--- src/rtl/time_to_bcd_seq.sv ---
// Tick count to packed BCD minutes:seconds:milliseconds.
// One shared restoring divider (one quotient bit per cycle) runs three divisions
// back to back; a double-dabble stage then converts all three fields in parallel.
module time_to_bcd_seq #(
    parameter int unsigned     IN_W         = 39,
    parameter longint unsigned TICKS_PER_MS = 100000,
    parameter int unsigned     MIN_DIGITS   = 3,
    localparam int unsigned    OUT_W        = 4*MIN_DIGITS+20
) (
    input  logic             clk,
    input  logic             rst,
    input  logic             start,
    input  logic [IN_W-1:0]  time_in,
    output logic             busy,
    output logic             valid,
    output logic             ovf,
    output logic [OUT_W-1:0] time_out
);

    localparam int unsigned DV_W    = (IN_W > 16) ? IN_W : 16;
    localparam int unsigned CNT_W   = $clog2(DV_W);
    localparam int unsigned SEC_CYC = 16;
    // Ten shift cycles plus one cycle that hands the finished digits to the output stage.
    localparam int unsigned BCD_CYC = 11;
    localparam int unsigned MAX_MIN = (MIN_DIGITS == 1) ? 9 : (MIN_DIGITS == 2) ? 99 : 999;

    typedef enum logic [2:0] {
        S_IDLE, S_DIV_TICK, S_DIV_MIN, S_DIV_SEC, S_BCD, S_DONE
    } state_t;

    state_t             state, next_state;
    logic [CNT_W-1:0]   cnt;
    logic [IN_W-1:0]    q;
    logic [DV_W-1:0]    rem;
    logic [DV_W-1:0]    dvsr;
    logic [IN_W-1:0]    min_r;
    logic               ovf_r;
    logic [21:0]        dd_min, dd_sec, dd_ms;

    logic [DV_W:0]      rem_sh;
    logic               q_bit;
    logic [DV_W-1:0]    rem_nx;
    logic [IN_W-1:0]    q_nx;
    logic               busy_nx;
    logic               valid_nx;
    logic [OUT_W-1:0]   result_nx;

    // One double-dabble step: add 3 to any digit >= 5, then shift left.
    function automatic logic [21:0] dd_step(input logic [21:0] v);
        logic [21:0] a;
        a = v;
        for (int i = 0; i < 3; i++) begin
            if (a[10+4*i +: 4] >= 4'd5)
                a[10+4*i +: 4] = a[10+4*i +: 4] + 4'd3;
        end
        return {a[20:0], 1'b0};
    endfunction

    // Shared restoring divider step: bring in the next dividend bit, trial subtract.
    always_comb begin
        rem_sh = {rem, q[IN_W-1]};
        q_bit  = (rem_sh >= {1'b0, dvsr});
        rem_nx = q_bit ? DV_W'(rem_sh - {1'b0, dvsr}) : rem_sh[DV_W-1:0];
        q_nx   = {q[IN_W-2:0], q_bit};
    end

    // State register.
    always_ff @(posedge clk or posedge rst) begin
        if (rst) state <= S_IDLE;
        else     state <= next_state;
    end

    // Next-state logic; each phase ends on its last counter value.
    always_comb begin
        next_state = state;
        case (state)
            S_IDLE:     if (start) next_state = S_DIV_TICK;
            S_DIV_TICK: if (cnt == CNT_W'(IN_W-1)) next_state = S_DIV_MIN;
            S_DIV_MIN:  if (cnt == CNT_W'(IN_W-1)) next_state = S_DIV_SEC;
            S_DIV_SEC:  if (cnt == CNT_W'(SEC_CYC-1)) next_state = S_BCD;
            S_BCD:      if (cnt == CNT_W'(BCD_CYC-1)) next_state = S_DONE;
            S_DONE:     next_state = start ? S_DIV_TICK : S_IDLE;
            default:    next_state = S_IDLE;
        endcase
    end

    // Output decode: next-cycle busy/valid and the saturated, packed result.
    always_comb begin
        busy_nx   = (next_state == S_DIV_TICK) || (next_state == S_DIV_MIN) ||
                    (next_state == S_DIV_SEC)  || (next_state == S_BCD);
        valid_nx  = (next_state == S_DONE);
        result_nx = {dd_min[10 +: 4*MIN_DIGITS], dd_sec[17:10], dd_ms[21:10]};
        if (ovf_r)
            result_nx = {{MIN_DIGITS{4'h9}}, 8'h59, 12'h999};
    end

    // Datapath: phase counter, divider operands and double-dabble registers.
    always_ff @(posedge clk or posedge rst) begin
        if (rst) begin
            cnt    <= '0;
            q      <= '0;
            rem    <= '0;
            dvsr   <= '0;
            min_r  <= '0;
            ovf_r  <= 1'b0;
            dd_min <= '0;
            dd_sec <= '0;
            dd_ms  <= '0;
        end else begin
            cnt <= (next_state != state || state == S_IDLE) ? '0 : cnt + 1'b1;
            case (state)
                S_IDLE, S_DONE: begin
                    if (next_state == S_DIV_TICK) begin
                        q    <= time_in;
                        rem  <= '0;
                        dvsr <= DV_W'(TICKS_PER_MS);
                    end
                end
                S_DIV_TICK: begin
                    q <= q_nx;
                    if (next_state == S_DIV_MIN) begin
                        rem  <= '0;
                        dvsr <= DV_W'(60000);
                    end else begin
                        rem <= rem_nx;
                    end
                end
                S_DIV_MIN: begin
                    if (next_state == S_DIV_SEC) begin
                        min_r <= q_nx;
                        // Remainder < 60000: left-align its 16 bits for a 16-step divide.
                        q     <= IN_W'(rem_nx[15:0]) << (IN_W - 16);
                        rem   <= '0;
                        dvsr  <= DV_W'(1000);
                    end else begin
                        q   <= q_nx;
                        rem <= rem_nx;
                    end
                end
                S_DIV_SEC: begin
                    if (next_state == S_BCD) begin
                        ovf_r  <= (min_r > IN_W'(MAX_MIN));
                        dd_min <= {12'd0, min_r[9:0]};
                        dd_sec <= {12'd0, q_nx[9:0]};
                        dd_ms  <= {12'd0, rem_nx[9:0]};
                    end else begin
                        q   <= q_nx;
                        rem <= rem_nx;
                    end
                end
                S_BCD: begin
                    if (cnt < CNT_W'(BCD_CYC-1)) begin
                        dd_min <= dd_step(dd_min);
                        dd_sec <= dd_step(dd_sec);
                        dd_ms  <= dd_step(dd_ms);
                    end
                end
                default: ;
            endcase
        end
    end

    // Registered outputs; result and ovf only change when entering DONE.
    always_ff @(posedge clk or posedge rst) begin
        if (rst) begin
            busy     <= 1'b0;
            valid    <= 1'b0;
            ovf      <= 1'b0;
            time_out <= '0;
        end else begin
            busy  <= busy_nx;
            valid <= valid_nx;
            if (valid_nx) begin
                ovf      <= ovf_r;
                time_out <= result_nx;
            end
        end
    end

endmodule

--- config.mk ---
export PLATFORM = sky130hd
export DESIGN_NAME = time_to_bcd_seq
export DESIGN_NICKNAME = d
export VERILOG_FILES = /design/src/rtl/time_to_bcd_seq.sv
export SDC_FILE = /design/constraint.sdc
export NUM_CORES = 1
export LEC_CHECK = 0
export ABC_AREA = 1
export CAP_MARGIN = 20
export CORE_ASPECT_RATIO = 1.25
export CORE_MARGIN = 5
export CORE_UTILIZATION = 30
export CTS_BUF_LIST = sky130_fd_sc_hd__clkbuf_4 sky130_fd_sc_hd__clkbuf_8
export DETAILED_ROUTE_END_ITERATION = 8
export PLACE_DENSITY = 0.43
export REMOVE_ABC_BUFFERS = 1
export SKIP_CTS_REPAIR_TIMING = 1
export SYNTH_ARGS = -nofsm -noshare
export SYNTH_HDL_FRONTEND = slang
export SYNTH_SLANG_ARGS = --single-unit
--- constraint.sdc ---
create_clock -name clk -period 10.27 [get_ports clk]
set_input_delay 1.5405 -clock clk [delete_from_list [all_inputs] [get_ports clk]]
set_output_delay 1.5405 -clock clk [all_outputs]
set_load 0.1 [all_outputs]
==> flow_metrics.env <==
export IMPL_synth_top_area_share_pct=46.2
export IMPL_cts_htree_levels=2
export IMPL_final_util_pct=35.8
export IMPL_vias=11100
export IMPL_crit_arrival_ns=4.29
export IMPL_dpl_cell_count=2246
export IMPL_slowest_stage="buf_4"
export IMPL_async_reset_ff_share_pct=100
export IMPL_ff2ff_setup_slack_ns=6.73
export IMPL_path_cells="clkdlybuf4s50_1, nor3b_1, nor3_1, nand3_1, nand2_2, buf_4, inv_2, buf_4, o21ai_0, o21ai_1"
export IMPL_finClkSkew_ns=0.0240
export IMPL_crit_type="in -> reg"
export IMPL_synth_top_cell_by_area="dfrtp_1"
export IMPL_status="finished clean"
export IMPL_post_dp_hpwl_um=25600
export IMPL_start_util_pct=30.4
export IMPL_cts_tree="yes"
export IMPL_hp_class="reg -> reg"
export IMPL_regArea_mm2=0.00578
export IMPL_path_clk_slew_ns=0.06
export IMPL_ys_warn_count=0
export IMPL_setup_viol=0
export IMPL_numClockSinks=231
export IMPL_wl_um=37200
export IMPL_grt_pass1_vias=11300
export IMPL_drive_gt1_share_pct=6.66
export IMPL_overflow=0
export IMPL_holdPathEnd="min_r[29]"
export IMPL_place_ws_ns=5.90
export IMPL_fin_setup_tns_ns=0
export IMPL_cts_buffers=43
export IMPL_coreArea_mm2=0.0411
export IMPL_grt_pass1_wl_um=60800
export IMPL_fin_hold_ws_ns=0.461
export IMPL_core_rowCount=83
export IMPL_crit_path_max_incr_delay_ns=0.65
export IMPL_track_usage_pct=16.4
export IMPL_r2r_start="state[2]"
export IMPL_rr_worst_depth=11
export IMPL_multi_input_area_mm2=0.00563
export IMPL_nNetsFinal=1812
export IMPL_wl_per_cell_um=16.0
export IMPL_drt_initial_drc_count=590
export IMPL_hold_path_startpoint="min_r[29]"
export IMPL_route_detailed_drc=0
export IMPL_grt_max_degree=107
export IMPL_synth_avg_cell_area_um2=7.47
export IMPL_drv_cap=0
export IMPL_synth_seq_cells=231
export IMPL_synth_cells=1674
export IMPL_vias_per_cell=4.77
export IMPL_cts_root_buf="clkbuf_8"
export IMPL_ys_flop_type="dfrtp_1"
export IMPL_die_w_um=193
export IMPL_place_gp_congestion=0.870
export IMPL_fin_crit_ns=3.79
export IMPL_tightestPinTransition_ns=0.987
export IMPL_ant_nets=0
export IMPL_area_growth_pct=17.7
export IMPL_synth_seq_area_share_pct=46.2
export IMPL_crit_path_max_fanout=55
export IMPL_ys_types=41
export IMPL_layout_setup_ws_ns=6.48
export IMPL_fin_crit_sh_pct=36.9
export IMPL_fp_dieH_um=238
export IMPL_antenna_found_initial=1
export IMPL_start_kind="input pin"
export IMPL_hold_depth=2
export IMPL_hold_viol_final=0
export IMPL_dieArea_mm2=0.0459
export IMPL_p_leak_nw=7.29
export IMPL_maxSlewHeadroom_pct=34.0
export IMPL_timing_rr_end="q[25]"
export IMPL_synth_edf_count=0
export IMPL_rsz0062_at_grt="false"
export IMPL_maxSlewViolCount=0
export IMPL_power_density_mw_per_mm2=131
export IMPL_max_freq_ghz=0.264
export IMPL_syn_cell_area_mm2=0.0125
export IMPL_crit_required_ns=10.77
export IMPL_port_buffers=76
export IMPL_ir_drop_v=0.0000831
export IMPL_cp_end_kind="flop"
export IMPL_cts_buffer_depth=3
export IMPL_n_fill_cell=4487
export IMPL_drt_pass1_iterations=5
export IMPL_io_pins=77
export IMPL_final_cells=2326
export IMPL_insertion_delay_ns=0.57
export IMPL_crit_top_cell="buf_4"
export IMPL_synthTopCellsByArea="dfrtp_1, nand2_1, inv_1"
-- report_power, final --
group | leakage [nW] | internal, mW | switching (mW) | total [mW]
registers | 2.99 | 0.911 | 0.00000000147 | 0.911
clock network | 0.519 | 0.578 | 0.410 | 0.988
logic | 3.78 | 0.0144 | 0.0223 | 0.0366
-- state kept, by name (all words and copies together), names as in the netlist, 3 cells and up --
register,cells
cnt,6
min_r,39
q,39
dd_ms,22
rem,39
state,3
dvsr,7
dd_sec,18
dd_min,22
time_out,32
-- synth_stat cells (2+ instances only) --
cell	count
nor2_1	132
a21oi_1	81
buf_4	6
a211oi_1	3
a31oi_1	4
nor4_1	5
xnor2_1	2
nand2_2	2
o211ai_1	25
inv_2	10
inv_1	197
and3_1	3
o22ai_1	3
nand3_1	121
clkbuf_1	36
o21bai_1	5
o21ai_1	56
buf_2	20
xor2_1	13
nand4_1	35
ha_1	31
nand3b_1	2
nor2_2	2
buf_6	5
nand2_1	463
o21ai_0	146
o2111ai_1	5
nor3_1	17
or2_2	2
dfrtp_1	231
-- how the worst max path moves through the flow --
| stage | from | to | cells after the start |
|---|---|---|---|
| floorplan | rst | busy | 1 |
| global placement | start | q[24] | 10 |
| detailed placement | start | q[25] | 10 |
| CTS | start | q[24] | 10 |
| global route | start | q[35] | 12 |
| finish | start | q[25] | 10 |
-- kinds of logic (layout without fill, tap and decap cells) --
logic type                 count (synthesis)  count (layout)  synth area share, %
AOI/OAI and AO/OA                        331             331                 14.2
xor gates and xnor gates                  15              15                 1.05
adders and majority gates                 31              31                 3.10
buffers and inverters                    277             376                 9.00
DFF                                      231             231                 46.2
other                                      0               1                    0
and+or+nand+nor                          789             789                 26.4
-- cell type report --
class | instances | area share [%]
inverters | 208 | 5.35
clock inverters | 9 | 0.535
diodes | 1 | 0.0170
multi-input cells | 1166 | 38.2
repair buffers | 89 | 5.83
clock buffers | 70 | 6.08
flip-flops and latches | 231 | 39.3
well taps | 552 | 4.69
-- through the flow --
step	total power, mW	area [um^2]
final	1.94	14700
after global routing	2.02	14700
after CTS	1.98	14700
after detailed placement	0.966	13700
after global placement	0.966	13700
after floorplan	0.941	12200
-- layer usage --
layer  global-route usage [%]  routed length (um)  up-vias
met4                     6.12                1380        0
met1                     20.6               16500     5226
met3                     2.55                1500       74
met5                        0                   0        -
met2                     28.2               17900      205
li1                         -                   -     5584
-- cell usage in the layout (no fill, tap or decap), types with 4 or more instances in the layout --
cell type / n
clkinv_2: 6
a21oi_1: 81
nor2_1: 131
inv_2: 11
clkbuf_8: 59
nand3_1: 121
nor4_1: 5
nand4_1: 35
o21bai_1: 5
o21ai_1: 55
nor3_1: 17
ha_1: 31
a31oi_1: 4
o211ai_1: 25
nand2_1: 462
clkdlybuf4s50_1: 76
dfrtp_1: 231
o2111ai_1: 5
clkbuf_4: 11
buf_4: 13
xor2_1: 13
inv_1: 195
o21ai_0: 146
-- worst max-delay path, delay by kind of cell --
family | cells | cell delay (ns)
buffers and inverters | 4 | 1.79
AO/OA/AOI/OAI | 2 | 0.35
AND/OR/NAND/NOR | 4 | 0.55
(Power assumes the default switching activity.)
